===== src/rtl/coffee_pkg.sv =====
// Shared types and constants for the coffee machine controller slice.
package coffee_pkg;

   localparam int COIN_W = 4;
   localparam int TYPE_W = 3;

   typedef enum logic [2:0] {
      IDLE,
      COLLECT,
      CHECK,
      BREW,
      DISPENSE,
      DONE
   } state_t;

   localparam logic [TYPE_W-1:0] EXPRESSO    = 3'd0;
   localparam logic [TYPE_W-1:0] COFFEE_MILK = 3'd1;
   localparam logic [TYPE_W-1:0] CAPUCCINO   = 3'd2;
   localparam logic [TYPE_W-1:0] MOCACCINO   = 3'd3;

endpackage


===== src/rtl/brew_timer.sv =====
// Brew duration counter: cleared by load, advances while run, flags the last brew cycle.
module brew_timer #(
   parameter int BREW_CYCLES = 8
) (
   input  logic clk,
   input  logic rst_n,
   input  logic load,
   input  logic run,
   output logic expired
);

   localparam int CNT_W = $clog2(BREW_CYCLES + 1);

   logic [CNT_W-1:0] cnt;

   // expired is high during the final cycle so the controller can drop brewing on that edge
   assign expired = (cnt == CNT_W'(BREW_CYCLES - 1));

   always_ff @(posedge clk or negedge rst_n) begin
      if (!rst_n) begin
         cnt <= '0;
      end else if (load) begin
         cnt <= '0;
      end else if (run && !expired) begin
         cnt <= cnt + 1'b1;
      end
   end

endmodule


===== src/rtl/coffee_machine_controller.sv =====
// Coin collection, drink check against the external subtractor, brew timing and change payout.
module coffee_machine_controller
   import coffee_pkg::*;
#(
   parameter int BREW_CYCLES = 8,
   parameter int MAX_COINS   = 15
) (
   input  logic              clk,
   input  logic              rst_n,
   input  logic              coin_in,
   input  logic              sel_valid,
   input  logic [TYPE_W-1:0] sel_type,
   input  logic              cancel,
   output logic [TYPE_W-1:0] sub_coffee_type,
   output logic [COIN_W-1:0] sub_total_coins,
   input  logic [COIN_W-1:0] sub_change,
   input  logic              sub_enable_timer,
   output logic              brewing,
   output logic              coin_out,
   output logic              coin_reject,
   output logic              insufficient,
   output logic              done,
   output state_t            dbg_state
);

   localparam logic [COIN_W-1:0] MAX_ACC = COIN_W'(MAX_COINS);

   state_t            state;
   logic [COIN_W-1:0] acc;
   logic [COIN_W-1:0] change_reg;
   logic [TYPE_W-1:0] sel_reg;
   logic              timer_expired;

   assign sub_coffee_type = sel_reg;
   assign sub_total_coins = acc;
   assign dbg_state       = state;

   brew_timer #(
      .BREW_CYCLES(BREW_CYCLES)
   ) u_brew_timer (
      .clk    (clk),
      .rst_n  (rst_n),
      .load   (state == CHECK),
      .run    (state == BREW),
      .expired(timer_expired)
   );

   always_ff @(posedge clk or negedge rst_n) begin
      if (!rst_n) begin
         state        <= IDLE;
         acc          <= '0;
         change_reg   <= '0;
         sel_reg      <= EXPRESSO;
         brewing      <= 1'b0;
         coin_out     <= 1'b0;
         coin_reject  <= 1'b0;
         insufficient <= 1'b0;
         done         <= 1'b0;
      end else begin
         coin_out     <= 1'b0;
         coin_reject  <= 1'b0;
         insufficient <= 1'b0;
         done         <= 1'b0;
         case (state)
            IDLE: begin
               if (coin_in) begin
                  acc   <= COIN_W'(1);
                  state <= COLLECT;
               end
            end
            COLLECT: begin
               // cancel wins; a coin arriving with it is bounced, not refunded
               if (cancel) begin
                  change_reg  <= acc;
                  acc         <= '0;
                  coin_reject <= coin_in;
                  state       <= DISPENSE;
               end else begin
                  if (coin_in) begin
                     if (acc == MAX_ACC) coin_reject <= 1'b1;
                     else                acc         <= acc + 1'b1;
                  end
                  if (sel_valid) begin
                     sel_reg <= sel_type;
                     state   <= CHECK;
                  end
               end
            end
            CHECK: begin
               coin_reject <= coin_in;
               // unknown drink codes never brew, whatever the subtractor says
               if (sub_enable_timer && (sel_reg <= MOCACCINO)) begin
                  change_reg <= sub_change;
                  acc        <= '0;
                  brewing    <= 1'b1;
                  state      <= BREW;
               end else begin
                  insufficient <= 1'b1;
                  state        <= COLLECT;
               end
            end
            BREW: begin
               coin_reject <= coin_in;
               if (timer_expired) begin
                  brewing <= 1'b0;
                  state   <= DISPENSE;
               end
            end
            DISPENSE: begin
               coin_reject <= coin_in;
               if (change_reg != '0) begin
                  coin_out   <= 1'b1;
                  change_reg <= change_reg - 1'b1;
               end else begin
                  done  <= 1'b1;
                  state <= DONE;
               end
            end
            DONE: begin
               coin_reject <= coin_in;
               state       <= IDLE;
            end
            default: state <= IDLE;
         endcase
      end
   end

endmodule


===== config.mk =====
export PLATFORM = sky130hd
export DESIGN_NAME = coffee_machine_controller
export DESIGN_NICKNAME = d
export VERILOG_FILES = /design/src/rtl/coffee_pkg.sv /design/src/rtl/brew_timer.sv /design/src/rtl/coffee_machine_controller.sv
export SDC_FILE = /design/constraint.sdc
export NUM_CORES = 1
export LEC_CHECK = 0
export ABC_AREA = 1
export BUFFER_PORTS_ARGS = -buffer_cell sky130_fd_sc_hd__buf_2
export CORE_AREA = 5 5 71 73
export DETAILED_ROUTE_END_ITERATION = 12
export DIE_AREA = 0 0 76 78
export PLACE_DENSITY = 0.58
export SLEW_MARGIN = 5
export SYNTH_ARGS = -nofsm -noshare
export SYNTH_HDL_FRONTEND = slang
export SYNTH_SLANG_ARGS = --single-unit

===== constraint.sdc =====
create_clock -name clk -period 1.54 [get_ports clk]
set_input_delay 0.154 -clock clk [delete_from_list [all_inputs] [get_ports clk]]
set_output_delay 0.154 -clock clk [all_outputs]
set_load 0.02 [all_outputs]

==> results.py, run 1 <==
metrics = {
    "pwr": {
        "power_mw": 3.22,
        "ir_worst_vdd_v": 0.000982,
        "p_per_area_nw_per_um2": 1970,
        "leakage_nw": 0.940,
    },
    "critical_path": {
        "crit_path_end_kind": "flop",
        "path_class": "reg2reg",
        "cp_slowest_cell": "dfrtp_1",
        "path_max_fanout": 8,
        "arrival_ps": 1600,
        "required_ps": 1710,
        "crit_path_max_incr_delay_ps": 490,
        "crit_top_cell": "nand3_1",
        "critPathLaunchType": "flop",
        "cp_cell_sequence": "inv_1 > nand3_1 > nor2_1 > a21oi_1 > nand3_1 > nand2_1",
    },
    "final_layout": {
        "final_cell_area_um2": 1630,
        "nNetsFinal": 242,
        "final_cells": 276,
        "syn2layout_area_growth_pct": 21.1,
        "drive_above_1_share_pct": 21.9,
        "n_antenna_cell": 0,
        "nFillCells": 477,
    },
    "synthesis": {
        "synth_adder_area_share_pct": 3.72,
        "synth_simple_gate_area_share_pct": 42.2,
        "netlist_instances": 189,
        "yosysUniqueCellTypes": 22,
        "synth_nets": 206,
        "syn_area_um2": 1350,
        "syn_area_per_cell_um2": 7.12,
        "yosysSeqAreaShare_pct": 42.8,
        "synth_seq_cells": 23,
        "yosysWarningCount": 0,
        "synth_top_family_by_area": "simple AND/OR/NAND/NOR gates",
        "synth_compound_area_share_pct": 3.53,
        "synthXorXnorAreaFrac_pct": 1.95,
        "synthMuxAreaShare_pct": 0,
    },
    "placed_design": {
        "dpl.hpwl_um": 2540,
        "portBuffers": 27,
        "gp_congestion": 0.903,
        "dp.cells": 271,
        "place_area_um2": 1570,
    },
    "clocking": {
        "clk_latency_ps": 270,
        "cts_sinks": 23,
        "cts_tree": "yes",
        "clock-root-buffer": "clkbuf_8",
        "cts_setup_buffers": 0,
        "clockBufferDepth": 2,
        "cts_buffers": 3,
        "path_clk_slew_ps": 90,
        "h-tree-depth": 1,
    },
    "worst_hold_path": {
        "hp-class": "in2reg",
    },
    "sta": {
        "whs_ps": 106,
        "clock_skew_ps": 7.22,
        "grt_setup_unrepaired": "false",
        "report.final.slew_viol_count": 0,
        "clock.fmax_mhz": 699,
        "min_period_over_period_pct": 92.9,
        "fin_tns_setup_ps": 0,
        "slew_headroom_pct": 63.2,
        "finalCriticalPeriod_ps": 1430,
        "worst_slew_pin_slew_ps": 551,
        "setup_viol": 0,
        "finalHoldViolCount": 0,
    },
    "die": {
        "die_w_um": 76,
        "start_util_pct": 31.4,
        "rows": 24,
        "die_area_um2": 5930,
        "die_h_um": 78,
        "io_pins": 28,
        "core_region_area_um2": 4290,
    },
    "global_route": {
        "grt_pass1_wl_um": 5850,
        "gr-total-overflow": 0,
        "grt.total_usage_pct": 11.8,
        "antenna_found_initial": 0,
        "first_global_vias": 1278,
        "grt_start_max_net_pins": 24,
    },
    "drt": {
        "wl_per_cell_um": 12.2,
        "avgViaCountPerCell": 4.65,
        "wirelength_um": 3360,
        "drc_errors": 0,
        "ant_nets": 0,
        "drt_iter0_markers": 56,
        "firstDrtPassIters": 4,
        "num_vias": 1283,
    },
    "flow_run": {
        "max_cap_violations": 0,
    },
    "status": {
        "status": "finished, final reports clean",
    },
}
-- cells by family (layout without fill, tap and decap cells) --
kind of cell	after synthesis	after routing
xor+xnor	3	3
simple gates	130	130
compound gates	8	8
buf+inv	21	56
fa+ha+maj	4	4
flops	23	23
-- synthesized netlist by cell type --
library cell	instances	area share, %
nand4_1	1	0.46
nand3b_1	1	0.56
nand2_2	4	1.9
xor2_1	2	1.3
a21oi_1	2	0.74
ha_1	4	3.7
a21oi_2	1	0.65
nor3_1	1	0.37
xnor2_1	1	0.65
nand3_2	2	1.5
inv_2	2	0.56
inv_1	19	5.3
o21ai_0	2	0.74
nand3_1	28	10
nor2_1	16	4.5
dfrtp_1	23	43
a31oi_1	1	0.46
or2_2	2	0.93
o21ai_1	1	0.37
nor2_2	4	1.9
nand2_1	71	20
o31ai_1	1	0.56
-- path summary, 6_finish.rpt --
path,from,endpoint,slack [ps],cells past startpoint
worst max-delay path,dbg_state[1]$_DFFE_PN0P_,dbg_state[1]$_DFFE_PN0P_,110,6
worst max register to register,dbg_state[1]$_DFFE_PN0P_,dbg_state[1]$_DFFE_PN0P_,110,6
worst min register to register,sub_coffee_type[0]$_DFFE_PN0P_,sub_coffee_type[0]$_DFFE_PN0P_,470,2
min in group asynchronous,rst_n,u_brew_timer.cnt[0]$_DFFE_PN0P_,390,2
worst min-delay path,sel_type[1],sub_coffee_type[1]$_DFFE_PN0P_,110,3
max in group asynchronous,rst_n,change_reg[3]$_DFFE_PN0P_,770,2
-- cell type report --
class	instances	area, um^2	area share (%)
clock inverter	1	5.00	0.307
multi-input combinational	145	697	42.7
clock buffer	3	41.3	2.53
inverter	21	78.8	4.84
sequential	23	576	35.3
tap	52	65.1	3.99
timing repair buffer	31	168	10.3
-- metrics by stage --
stage,utilization (%),setup WS (ps)
6_report,38.0,109
5_1_grt,38.0,2.62
4_1_cts,37.8,21.3
3_5_place_dp,36.5,41.9
3_3_place_gp,36.5,54.4
2_1_floorplan,-,211
-- cell usage in the layout, fill, tap and decap left out --
cell and n:
nand3_1 28, buf_4 3, nor2_1 16, buf_2 27, nand4_1 1, inv_2 2, nand2_1 71, xnor2_1 1
nor3_1 1, nand3_2 2, ha_1 4, xor2_1 2, clkbuf_8 3, a31oi_1 1, o21ai_0 2, nor2_2 3
o31ai_1 1, a21oi_1 2, nand3b_1 1, clkinv_2 1, dfrtp_1 23, o21ai_1 1, dlygate4sd3_1 1, inv_1 19
nor2_4 1, nand2_2 4, a21oi_2 1, or2_2 2
-- power breakdown --
| group | switching (mW) | total (mW) | leakage, nW | internal (mW) |
|---|---|---|---|---|
| combinational | 1.19 | 1.80 | 0.612 | 0.617 |
| clock | 0.208 | 0.390 | 0.0255 | 0.181 |
| sequential | 0.199 | 1.02 | 0.302 | 0.824 |
| total | 1.59 | 3.22 | 0.940 | 1.62 |
-- worst max-delay path, delay by kind of cell (launching register included) --
| family | cells | cell delay [ps] |
|---|---|---|
| buffers and inverters | 1 | 170 |
| AO/OA/AOI/OAI | 1 | 90 |
| flip-flops | 1 | 490 |
| AND/OR/NAND/NOR | 4 | 560 |
-- routing by layer --
metal / share of wire, % / GRT usage, % / up-vias / routed length, um
met5: 0 / 0 / - / 0
met4: 0.57 / 2.14 / 0 / 19
met3: 4.9 / 3.59 / 4 / 165
met2: 48 / 20.9 / 28 / 1610
met1: 47 / 14.3 / 583 / 1570
li1: - / - / 668 / -
-- repair_timing --
item,CTS,global route
endpoints found under the setup margin,0,12
hold endpoints to repair,23,0
resized for setup,0,1
hold buffers,1,0
Note: power is estimated with default switching activity, not from simulation.
==> run 2: changes to the inputs <==
- RECOVER_POWER: default -> 25
==> run 2 against run 1 <==
Net effect: worst setup slack did not move; worst hold slack did not move; clock power hardly changed; clock skew unchanged; total power about the same; critical path depth unchanged; sequential power is essentially flat; register-to-register slack about the same; via count unchanged; largest cell class unchanged.
==> results.py, run 2 (synthesis results as in run 1) <==
metrics = {
    "status": {
        "status": "finished, final reports clean",
    },
    "critical_path": {
        "crit_path_end_kind": "flop",
        "path_max_fanout": 8,
        "arrival_ps": 1600,
        "rrSetupSlack_ps": 110,
        "critPathLaunchType": "flop",
        "crit_top_cell": "nand3_1",
        "reg2reg_to": "dbg_state[1]$_DFFE_PN0P_",
        "required_ps": 1710,
        "cp_slowest_cell": "dfrtp_1",
        "worstReg2RegStart": "dbg_state[1]$_DFFE_PN0P_",
        "cp_cell_sequence": "inv_1 > nand3_1 > nor2_1 > a21oi_1 > nand3_1 > nand2_1",
        "path_class": "reg2reg",
        "reg2reg_depth": 6,
        "crit_path_max_incr_delay_ps": 490,
    },
    "pwr": {
        "switchingPower_mw": 1.59,
        "power_frac_clock_pct": 12.1,
        "leakage_nw": 0.940,
        "ir_worst_vdd_v": 0.000982,
        "intPower_mw": 1.62,
        "switching_share_pct": 49.5,
        "p_per_area_nw_per_um2": 1970,
        "p_seq_share_pct": 31.8,
        "p_comb_share_pct": 56.1,
    },
    "final_layout": {
        "multi_input_area_um2": 697,
        "post-route-util_pct": 38.0,
        "syn2layout_area_growth_pct": 21.1,
        "layout_commonest_cell": "nand2_1",
        "final_cell_area_um2": 1630,
        "n_antenna_cell": 0,
        "nNetsFinal": 242,
        "final_cell_mix": "nand2_1 (71), nand3_1 (28), buf_2 (26), dfrtp_1 (23), inv_1 (19)",
        "nFillCells": 477,
        "seqCellArea_um2": 576,
        "drive_above_1_share_pct": 21.9,
    },
    "drt": {
        "drc_errors": 0,
        "num_vias": 1283,
        "wirelength_um": 3360,
        "wl_per_cell_um": 12.2,
        "firstDrtPassIters": 4,
        "avgViaCountPerCell": 4.65,
        "ant_nets": 0,
        "drt_iter0_markers": 56,
    },
    "die": {
        "die_w_um": 76,
        "die_area_um2": 5930,
        "die_h_um": 78,
        "rows": 24,
        "core_region_area_um2": 4290,
        "io_pins": 28,
        "start_util_pct": 31.4,
    },
    "global_route": {
        "gr-total-overflow": 0,
        "met3_usage_pct": 3.59,
        "first_global_vias": 1278,
        "grt_pass1_wl_um": 5850,
        "antenna_found_initial": 0,
        "grt.total_usage_pct": 11.8,
        "grt_start_max_net_pins": 24,
        "busiest_layer": "met2",
        "use_met2_pct": 20.9,
        "met1_usage_pct": 14.3,
    },
    "sta": {
        "finalHoldViolCount": 0,
        "clock_skew_ps": 7.22,
        "report.final.slew_viol_count": 0,
        "clock.fmax_mhz": 699,
        "fin_tns_setup_ps": 0,
        "setup_viol": 0,
        "min_period_over_period_pct": 92.9,
        "finalCriticalPeriod_ps": 1430,
        "slew_headroom_pct": 59.1,
        "fin_ws_ps": 109,
        "worst_slew_pin_slew_ps": 613,
        "grt_setup_unrepaired": "false",
    },
    "placed_design": {
        "place_area_um2": 1570,
        "portBuffers": 27,
        "dpl.hpwl_um": 2540,
        "pre_cts_ws_ps": 41.9,
        "gp_congestion": 0.903,
    },
    "worst_hold_path": {
        "hold_depth": 3,
        "hold_path_end": "sub_coffee_type[1]$_DFFE_PN0P_",
        "hp-start": "sel_type[1]",
        "hp-class": "in2reg",
    },
    "clocking": {
        "cts_setup_buffers": 0,
        "path_clk_slew_ps": 90,
        "clockBufferDepth": 2,
        "cts_tree": "yes",
        "clock-root-buffer": "clkbuf_8",
        "cts_sinks": 23,
        "clk_latency_ps": 270,
        "cts_buffers": 3,
        "h-tree-depth": 1,
    },
    "flow_run": {
        "max_cap_violations": 0,
    },
}
==> run 2: cell types whose count changed in the layout (fill, tap and decap cells not counted) <==
cell | previous run | this run
buf_2 | 27 | 26
clkbuf_2 | 0 | 1
==> run 2: layout make-up <==
cell class | count | share of cell area (%)
clock buffers | 3 | 2.53
well taps | 52 | 3.99
multi-input cells | 145 | 42.7
clock inverters | 1 | 0.307
flip-flops and latches | 23 | 35.3
inverters | 21 | 4.84
repair buffers | 31 | 10.3
==> run 2: worst max path at each step <==
stage                     cells past startpoint                      startpoint  slack, ps                        endpoint
after global placement                        6        dbg_state[1]$_DFFE_PN0P_         50        dbg_state[1]$_DFFE_PN0P_
after global routing                          6        dbg_state[1]$_DFFE_PN0P_          3  sub_coffee_type[2]$_DFFE_PN0P_
after detailed placement                      6        dbg_state[1]$_DFFE_PN0P_         40        dbg_state[1]$_DFFE_PN0P_
after floorplan                               7  sub_total_coins[0]$_DFFE_PN0P_        210  sub_total_coins[2]$_DFFE_PN0P_
final                                         6        dbg_state[1]$_DFFE_PN0P_        110        dbg_state[1]$_DFFE_PN0P_
after CTS                                     6        dbg_state[1]$_DFFE_PN0P_         20        dbg_state[1]$_DFFE_PN0P_
==> run 2: timing repair <==
action | 4_1_cts | 5_1_grt
setup endpoints to repair | 0 | 12
hold endpoints to repair | 23 | 0
resized for setup | 0 | 1
hold buffers | 1 | 0
==> run 2: power by group through the flow <==
stage / Sequential [mW] / Combinational (mW) / Clock (mW)
after detailed placement: 1.02 / 1.80 / 0
final: 1.02 / 1.80 / 0.390
after CTS: 1.01 / 1.81 / 0.402
after global placement: 1.03 / 1.80 / 0
after global routing: 1.05 / 2.06 / 0.416
after floorplan: 1.19 / 1.11 / 0
==> run 2: routing by layer <==
metal,part of all wire (%),vias to the layer above
met3,4.9,4
met5,0,-
met4,0.57,0
met1,47,583
met2,48,28
li1,-,668
==> run 2: stage by stage <==
stage | power (mW) | hold slack [ps] | std cells
6_report | 3.22 | 106 | 276
4_1_cts | 3.23 | 107 | 276
3_3_place_gp | 2.82 | 171 | 271
2_1_floorplan | 2.30 | -142 | 189
5_1_grt | 3.53 | 127 | 276
3_5_place_dp | 2.82 | 176 | 271
==> run 2: critical path: cells and delay by family, from the launching register on <==
family	cells	cell delay, ps
buffers and inverters	1	170
flip-flops	1	490
AND/OR/NAND/NOR	4	560
AO/OA/AOI/OAI	1	90
==> run 3: changes to the inputs <==
- ABC_AREA: 1 -> default
- CORE_AREA: 5 5 71 73 -> 5 5 73 75
- DIE_AREA: 0 0 76 78 -> 0 0 78 80
- PLACE_DENSITY: 0.58 -> 0.57
==> run 3 against run 2 <==
Net effect: the flow now finishes with violations (setup timing); via count decreased by 0.55%; largest cell class unchanged; critical endpoint is now dbg_state[2]$_DFFE_PN0P_; highest routed layer unchanged; largest power group unchanged; clock skew is 1.5 ps lower; routed wire length grew 6.4%.
==> results.py, run 3 <==
metrics = {
    "synthesis": {
        "synth_flop_cell": "dfrtp_1",
        "synth_top_cell_by_area": "dfrtp_1",
        "syn_area_per_cell_um2": 9.70,
        "yosys.cell_count.top_type": "dfrtp_1",
        "yosysTopAreaCellShare_pct": 41.2,
        "synth.area.top_cells": "dfrtp_1 (41%), mux2_2 (4.8%), ha_1 (3.6%), o21ai_0 (3.2%), nor2_1 (3.2%)",
        "synth_nets": 161,
        "synth-edff-count": 0,
        "yosysSeqAreaShare_pct": 41.2,
        "yosysUniqueCellTypes": 46,
        "synthArstFlopShare_pct": 100,
        "yosysWarningCount": 0,
        "synth_seq_cells": 23,
        "synth_common_cells": "dfrtp_1 (23), nor2_1 (12), o21ai_0 (9)",
        "netlist_instances": 144,
        "syn_area_um2": 1400,
    },
    "global_route": {
        "grt.total_usage_pct": 11.8,
        "antenna_found_initial": 0,
        "first_global_vias": 1245,
        "gr-total-overflow": 0,
        "grt_start_max_net_pins": 24,
        "grt_pass1_wl_um": 5910,
    },
    "sta": {
        "whs_ps": 113,
        "fin_ws_ps": -83.1,
        "report.final.slew_viol_count": 0,
        "setup_viol": 6,
        "clock_skew_ps": 5.67,
        "finalHoldViolCount": 0,
        "slew_headroom_pct": 57.9,
        "clock.fmax_mhz": 616,
        "finalCriticalPeriod_ps": 1620,
        "worst_slew_pin_slew_ps": 631,
        "min_period_over_period_pct": 105,
        "grt_setup_unrepaired": "true",
    },
    "pwr": {
        "p_seq_share_pct": 24.9,
        "switchingPower_mw": 1.57,
        "p_comb_share_pct": 65.1,
        "intPower_mw": 2.31,
        "leakage_nw": 0.933,
        "switching_share_pct": 40.5,
        "ir_worst_vdd_v": 0.000825,
        "p_per_area_nw_per_um2": 1970,
        "power_mw": 3.88,
        "power_frac_clock_pct": 10.1,
    },
    "critical_path": {
        "crit_path_end_kind": "flop",
        "critPathLaunchType": "flop",
        "required_ps": 1740,
        "path_class": "reg2reg",
        "arrival_ps": 1820,
        "path_max_fanout": 3,
    },
    "die": {
        "core_region_area_um2": 4600,
        "rows": 25,
        "die_h_um": 80,
        "start_util_pct": 30.4,
        "die_w_um": 78,
        "io_pins": 28,
        "die_area_um2": 6240,
    },
    "clocking": {
        "clock-root-buffer": "clkbuf_8",
        "clk_latency_ps": 270,
        "path_clk_slew_ps": 90,
        "h-tree-depth": 1,
        "cts_buffers": 3,
        "clockBufferDepth": 2,
        "cts_tree": "yes",
        "cts_sinks": 23,
    },
    "placed_design": {
        "dpl.hpwl_um": 2690,
        "pre_cts_ws_ps": -78.3,
        "portBuffers": 27,
        "gp_congestion": 0.720,
    },
    "drt": {
        "ant_nets": 0,
        "wirelength_um": 3580,
        "drc_errors": 0,
        "wl_per_cell_um": 13.9,
        "num_vias": 1276,
        "firstDrtPassIters": 4,
        "avgViaCountPerCell": 4.95,
        "drt_iter0_markers": 68,
    },
    "final_layout": {
        "syn2layout_area_growth_pct": 41.2,
        "final_cell_mix": "buf_4 (34), buf_2 (26), dfrtp_1 (20), nor2_1 (12), o21ai_0 (8)",
        "n_antenna_cell": 0,
        "layout_commonest_cell": "buf_4",
        "drive_above_1_share_pct": 46.1,
        "nFillCells": 455,
        "nNetsFinal": 222,
    },
    "status": {
        "violations": "setup timing",
        "status": "complete, but fails checks",
    },
    "worst_hold_path": {
        "hp-class": "in2reg",
    },
    "flow_run": {
        "max_cap_violations": 0,
    },
}
==> run 3: changes by cell type after synthesis, moves of 4 or more <==
cell     before  now
nand2_1      71    5
nand3_1      28    4
inv_1        19    6
o21ai_0       2    9
buf_2         0    6
mux2_2        0    6
a21oi_1       2    7
and3_1        0    4
nand2_2       4    0
nor2_1       16   12
nor2_2        4    0
nor2b_1       0    4
==> run 3: worst paths after layout <==
check | start | end | slack, ps | cells past startpoint
max | change_reg[0]$_DFFE_PN0P_ | dbg_state[2]$_DFFE_PN0P_ | -80 | 7
max reg2reg | change_reg[0]$_DFFE_PN0P_ | dbg_state[2]$_DFFE_PN0P_ | -80 | 7
max in group asynchronous | rst_n | dbg_state[0]$_DFFE_PN0P_ | 660 | 2
min in group asynchronous | rst_n | change_reg[0]$_DFFE_PN0P_ | 420 | 2
min reg2reg | sub_coffee_type[0]$_DFFE_PN0P_ | sub_coffee_type[0]$_DFFE_PN0P_ | 520 | 1
min | sel_type[1] | sub_coffee_type[1]$_DFFE_PN0P_ | 110 | 2
==> run 3: layout make-up <==
type	instances	area [um^2]	area share, %
multi-input combinational	105	818	41.5
inverter	7	26.3	1.33
timing repair buffer	65	434	22.0
clock buffer	3	41.3	2.09
clock inverter	1	5.00	0.254
sequential	23	579	29.4
tap	54	67.6	3.43
==> run 3: critical path, stage by stage (launching register included) <==
cell and delay, ps:
dfrtp_1 390, inv_2 60, ha_1 130, or3b_4 390, nand2_4 80, inv_2 40, or3_4 320, o21ai_1 140
==> run 3: logic make-up after synthesis <==
| kind of cell | after synthesis | share of synthesized area, % |
|---|---|---|
| DFF | 23 | 41.2 |
| AOI/OAI and AO/OA | 32 | 14.6 |
| buffers and inverters | 16 | 4.84 |
| xor gates and xnor gates | 5 | 3.14 |
| muxes | 9 | 7.35 |
| and+or+nand+nor | 55 | 25.3 |
| adders and majority gates | 4 | 3.58 |
==> run 3: power by group through the flow <==
stage	combinational [mW]	clock (mW)	sequential, mW
finish	2.53	0.390	0.965
global placement	2.38	0	0.966
floorplan	1.21	0	1.18
detailed placement	2.39	0	0.969
global route	2.78	0.436	0.992
CTS	2.50	0.410	0.962
==> run 3: what timing repair did <==
| action | in CTS | in global routing |
|---|---|---|
| pin swaps | 3 | 2 |
| endpoints found under the setup margin | 8 | 12 |
| buffers inserted | 1 | 0 |
| endpoints found under the hold margin | 23 | 0 |
| hold buffers | 1 | 0 |
| resized for setup | 9 | 5 |
==> run 3: metrics by stage <==
step / std cells / cell area [um^2] / setup TNS [ps] / util, %
6_report: 258 / 1970 / -297 / 42.9
3_5_place_dp: 252 / 1850 / -315 / 40.2
2_1_floorplan: 144 / 1420 / -258 / -
4_1_cts: 258 / 1950 / -335 / 42.4
3_3_place_gp: 252 / 1850 / -277 / 40.2
5_1_grt: 258 / 1970 / -799 / 42.9
==> run 3: routing by layer <==
layer | vias to the layer above | share of wire, % | track usage (%)
met1 | 607 | 50 | 16.8
met3 | 5 | 3.6 | 1.92
met4 | 0 | 1.5 | 4.22
met2 | 22 | 45 | 17.9
li1 | 642 | - | -
met5 | - | 0 | 0
